$ cat src/rtl/cpu_types_pkg.sv
// rtl/cpu_types_pkg.sv - shared core types: fetch FSM states, IF->ID payload, reset PC
package cpu_types_pkg;

   localparam logic [31:0] RESET_PC_DEFAULT = 32'h8000_0000;

   typedef enum logic [1:0] {
      S_REQ,
      S_WAIT,
      S_SEND,
      S_WAIT_COMMIT
   } fetch_state_e;

   typedef struct packed {
      logic [31:0] pc;
      logic [31:0] inst;
      logic        valid;
      logic        fetch_err;
   } if_id_t;

endpackage

$ cat src/rtl/fetch_unit.sv
// rtl/fetch_unit.sv - single-outstanding instruction fetch stage, master of stage_if into decode
module fetch_unit
   import cpu_types_pkg::*;
#(
   parameter logic [31:0] RESET_PC       = RESET_PC_DEFAULT,
   parameter int unsigned TIMEOUT_CYCLES = 255,
   parameter bit          CHECK_COMMIT   = 1'b1
) (
   input  logic        clk,
   input  logic        rst,
   output logic        imem_req_valid,
   input  logic        imem_req_ready,
   output logic [31:0] imem_req_addr,
   input  logic        imem_rsp_valid,
   input  logic [31:0] imem_rsp_data,
   input  logic        imem_rsp_err,
   output logic        out_valid,
   input  logic        out_ready,
   output logic [31:0] out_pc,
   output logic [31:0] out_inst,
   output logic        out_pl_valid,
   output logic        out_fetch_err,
   input  logic        commit_valid,
   input  logic [31:0] commit_next_pc,
   output logic [31:0] cur_pc
);

   localparam logic [7:0] TIMEOUT_LAST = 8'(TIMEOUT_CYCLES - 1);

   fetch_state_e state_q;
   logic [31:0]  pc_q;
   logic [7:0]   cnt_q;
   if_id_t       pl_q;

   logic pc_aligned;
   assign pc_aligned = (pc_q[1:0] == 2'b00);

   always_ff @(posedge clk) begin
      if (rst) begin
         state_q <= S_REQ;
         pc_q    <= RESET_PC;
         cnt_q   <= 8'd0;
         pl_q    <= '0;
      end else begin
         case (state_q)
            S_REQ: begin
               // A misaligned PC never reaches the bus; it becomes a faulted payload.
               if (!pc_aligned) begin
                  pl_q    <= '{pc: pc_q, inst: 32'h0, valid: 1'b1, fetch_err: 1'b1};
                  state_q <= S_SEND;
               end else if (imem_req_ready) begin
                  cnt_q   <= 8'd0;
                  state_q <= S_WAIT;
               end
            end
            S_WAIT: begin
               // Response is checked first so it beats a simultaneous timeout.
               if (imem_rsp_valid) begin
                  pl_q    <= '{pc: pc_q, inst: imem_rsp_data, valid: 1'b1, fetch_err: imem_rsp_err};
                  state_q <= S_SEND;
               end else if (cnt_q == TIMEOUT_LAST) begin
                  pl_q    <= '{pc: pc_q, inst: 32'h0, valid: 1'b1, fetch_err: 1'b1};
                  state_q <= S_SEND;
               end else begin
                  cnt_q <= cnt_q + 8'd1;
               end
            end
            S_SEND: begin
               if (out_ready) state_q <= S_WAIT_COMMIT;
            end
            S_WAIT_COMMIT: begin
               if (commit_valid) begin
                  pc_q    <= commit_next_pc;
                  state_q <= S_REQ;
               end
            end
            default: state_q <= S_REQ;
         endcase
      end
   end

   always_ff @(posedge clk) begin
      if (CHECK_COMMIT && !rst && commit_valid)
         assert (state_q == S_WAIT_COMMIT)
         else $error("commit_valid outside S_WAIT_COMMIT");
   end

   // rst gating keeps every valid low while reset is held.
   assign imem_req_valid = !rst && (state_q == S_REQ) && pc_aligned;
   assign imem_req_addr  = pc_q;
   assign out_valid      = !rst && (state_q == S_SEND);
   assign out_pc         = pl_q.pc;
   assign out_inst       = pl_q.inst;
   assign out_pl_valid   = pl_q.valid;
   assign out_fetch_err  = pl_q.fetch_err;
   assign cur_pc         = pc_q;

endmodule

$ cat config.mk
export PLATFORM = sky130hd
export DESIGN_NAME = fetch_unit
export DESIGN_NICKNAME = d
export VERILOG_FILES = /design/src/rtl/cpu_types_pkg.sv /design/src/rtl/fetch_unit.sv
export SDC_FILE = /design/constraint.sdc
export NUM_CORES = 1
export LEC_CHECK = 0
export CAP_MARGIN = 20
export CORE_ASPECT_RATIO = 0.7
export CORE_UTILIZATION = 38
export CTS_CLUSTER_DIAMETER = 40
export DETAILED_ROUTE_END_ITERATION = 16
export HOLD_SLACK_MARGIN = 0.05
export PLACE_DENSITY = 0.77
export SLEW_MARGIN = 10
export SYNTH_ARGS = -nofsm -noshare
export SYNTH_HDL_FRONTEND = slang
export SYNTH_SLANG_ARGS = --single-unit
export TNS_END_PERCENT = 100
$ cat constraint.sdc
create_clock -name clk -period 2.11 [get_ports clk]
set_clock_uncertainty 0.05 [all_clocks]
set_input_delay 0.633 -clock clk [delete_from_list [all_inputs] [get_ports clk]]
set_output_delay 0.633 -clock clk [all_outputs]
set_load 0.02 [all_outputs]
==> impl_results.md <==
* Mux cell area share after synthesis at 0.0694
* Root Driver: clkbuf_16
* I/O pins at between 200 and 250
* Count of cell types in the netlist at 46
* Setup WS pre-CTS at -0.442 ns
* VDD IR max at between 500 and 600 µV
* R2r setup slk at 0.09 ns
* Residual DRC at 0
* CP Class: reg -> out
* Worst hold slack at 0.406 ns
* Synth-to-Final Area Change at 53.3%
* CTS max path bufs at 2
* Placed inst area at around 6800 µm²
* First DRT Iteration DRCs at 194
* Violated checks: negative setup slack
* Reg-to-Reg End: out_pc[17]$_SDFFE_PP0P_
* CTS Hold Bufs at 0
* Post-route setup TNS at -0.0439 ns
* RSZ-0062 raised after global routing: yes
* Max Cap Violations at 0
* First-pass GRT wire length at 21.7 mm
* WP data required at between 1 and 1.5 ns
* Max FO, Critical Path at 2
* Antenna cell count at 0
* Crit path arrival time at 1.47 ns
* Sequential element share of the synthesized area at 0.468
* Vias in the first global route at 4403
* Final setup vio count at 1
* Syn avg cell area at 8.32 µm²
* CTS Buf Count at 9
* PnR Total Power at approximately 6600 µW
* DR vias at 4560
* Outcome: complete, but fails checks
* Hold Crit Depth at 2
* Die height at 94.2 µm
* Max_slew headroom at 0.703
* Largest family of logic cells by synthesized area: simple AND/OR/NAND/NOR gates
* Dominant cell type by area after synthesis: dfxtp_1
* Synth Register Bits at 108
* Row Count at 33
* Tmin final at 2.15 ns
* Synth Area in Adders at 0.0163
* Gpl congestion at 0.862
* Average wire per standard cell at between 15 and 20 µm
* Leakage power at 0.00262 µW
* Mapped Nets at 632
* WHS Endpoint: out_pc[19]$_SDFFE_PP0P_
* Design Area, Final at 7080 µm²
* CTS tree: built
* Worst skew pair latency at around 0.34 ns
* Synth top area share at 0.468
* Core footprint at approximately 12000 µm²
* YS warnings at 0
* Compound-Gate Fraction of Synth Area at 0.155
* Final hold violations at 0
* Vias per cell at 5.13
* Worst R2R Start: state_q[0]$_SDFFE_PP0P_
* Min-delay src: out_pc[19]$_SDFFE_PP0P_
* H-tree Lvls at 3
* PortBufs at 202
* CTS Sinks at 108
* Share of the clock period used by the worst path at 1.02
* Largest net degree at the start of global routing at 38
* Worst hold path type: reg -> reg
* F_max at 464 MHz
* Die X at 134 µm
* Startpoint Class: register
* Worst-Margin Slew at between 0.4 and 0.5 ns
* Worst-path clk slew at 0.07 ns
* Mapped Cells at approximately 560
* Starting Density at 0.392
* DRT Pass-1 Iters at 5
* Full die area at 12600 µm²
* Initial antenna violation count at 0
* Share of layout cells above drive strength 1 at 0.0970
* Simple-gate share of the synthesized area at 0.192
* Total global routing overflow at 0
* Worst setup margin at -0.0439 ns
* CP Capture Type: output pin
* Total wire length at between 10 and 15 mm
* Pwr Density at a little over 900 nW/µm²
* Post-synthesis xor/xnor area fraction at 0
* Max-slew violations at 0
* Final net count at roughly 800
* Overall Global Routing Usage at 0.216
* Post-route ant nets at 0
* DP HPWL at between 9 and 10 mm
* R2R cell count at 8
* Dominant cells by area after synthesis: dfxtp_1 47%, nand2_1 11%, a21oi_1 7.0%, mux2i_1 6.9%, buf_4 5.7%
* Synthesized area at about 4600 µm²
==> layer usage <==
metal,up-vias,share of wire,global-route usage
met2,163,0.48,0.370
met3,13,0.066,0.0566
met4,0,0.0086,0.0511
li1,2219,-,-
met1,2165,0.44,0.270
met5,-,0,0
==> where the power goes <==
part           leakage (µW)  internal [µW]  switching, µW
combinational       0.00161           1190           1480
clock              0.000139            844            769
sequential         0.000872           2180           91.2
total               0.00262           4220           2340
==> kinds of logic (layout without fill, tap and decap cells) <==
kind of cell	count (synthesis)	count (layout)
flip-flops	108	108
adder cells (fa/ha/maj)	6	6
AO/OA/AOI/OAI	127	127
buffers and inverters	86	263
AND/OR/NAND/NOR	196	196
multiplexers	32	32
==> synth_stat cells (all sizes together) <==
library cell  instances
nand2               134
dfxtp               108
a21oi                66
buf                  43
o21ai                37
clkbuf               35
nand4                33
mux2i                32
nand3                 8
inv                   7
ha                    6
nor2                  6
a31oi                 4
nand2b                4
o22ai                 3
a211oi                2
and2                  2
o21a                  2
o2bb2ai               2
or3b                  2
a211o                 1
a21boi                1
a221oi                1
a22o                  1
a2bb2oi               1
a32oi                 1
and3                  1
and4                  1
clkinv                1
nand4b                1
nor3                  1
o221ai                1
o311a                 1
o31ai                 1
o32ai                 1
o41ai                 1
or2                   1
or3                   1
or4                   1
==> cell usage in the layout (no fill, tap or decap), types with 3 or more instances in the layout <==
| cell type | instances |
|---|---|
| clkdlybuf4s50_1 | 183 |
| nand2_1 | 134 |
| dfxtp_1 | 106 |
| a21oi_1 | 65 |
| nand4_1 | 33 |
| mux2i_1 | 32 |
| buf_4 | 30 |
| o21ai_1 | 20 |
| o21ai_0 | 16 |
| dlymetal6s2s_1 | 10 |
| clkbuf_16 | 9 |
| nand3_1 | 8 |
| dlygate4sd2_1 | 6 |
| inv_1 | 5 |
| ha_1 | 5 |
| buf_12 | 5 |
| nor2_1 | 4 |
| nand2b_1 | 4 |
| a31oi_1 | 4 |
| inv_2 | 3 |
| o22ai_1 | 3 |
| buf_6 | 3 |
==> per-stage QoR <==
step	std cells	util
6_report	889	0.602
5_1_grt	889	0.602
4_1_cts	887	0.598
3_5_place_dp	871	0.574
3_3_place_gp	871	0.574
2_1_floorplan	555	-
==> repair_timing <==
action,in CTS,in global routing
hold endpoints to repair,0,0
setup endpoints to repair,35,63
buffers inserted,0,2
resized for setup,19,12
pin swaps,4,0
==> flip-flops by register name (all words and copies together) (netlist names) <==
name           cells
cur_pc            32
state_q            2
out_inst          32
out_pl_valid       1
out_fetch_err      1
cnt_q              8
out_pc            32
==> cell type report <==
cell class | count | area [µm²]
well taps | 157 | 196
clock buffers | 10 | 239
clock inverters | 6 | 47.5
flip-flops and latches | 108 | 2160
multi-input cells | 361 | 2020
fillers | 1035 | 4690
inverters | 8 | 30.0
repair buffers | 239 | 2380
==> worst max-delay path, cell delays in order, from the launching register on <==
cell and delay [ns]:
dfxtp_2 0.33, inv_2 0.07, ha_4 0.13, or3b_4 0.39, nor2_4 0.09, buf_6 0.12
==> worst max-delay path by stage <==
stage | startpoint | endpoint | slack (ns) | cells after the start
floorplan | state_q[0]$_SDFFE_PP0P_ | imem_req_valid | 0.02 | 6
global route | state_q[1]$_SDFFE_PP0P_ | imem_req_valid | -0.11 | 5
finish | state_q[1]$_SDFFE_PP0P_ | imem_req_valid | -0.04 | 5
detailed placement | imem_req_ready | cnt_q[5]$_SDFFE_PP0P_ | -0.44 | 5
global placement | imem_req_ready | cnt_q[5]$_SDFFE_PP0P_ | -0.41 | 5
CTS | state_q[1]$_SDFFE_PP0P_ | imem_req_valid | -0.06 | 5
Power figures use the tool's default switching activity.
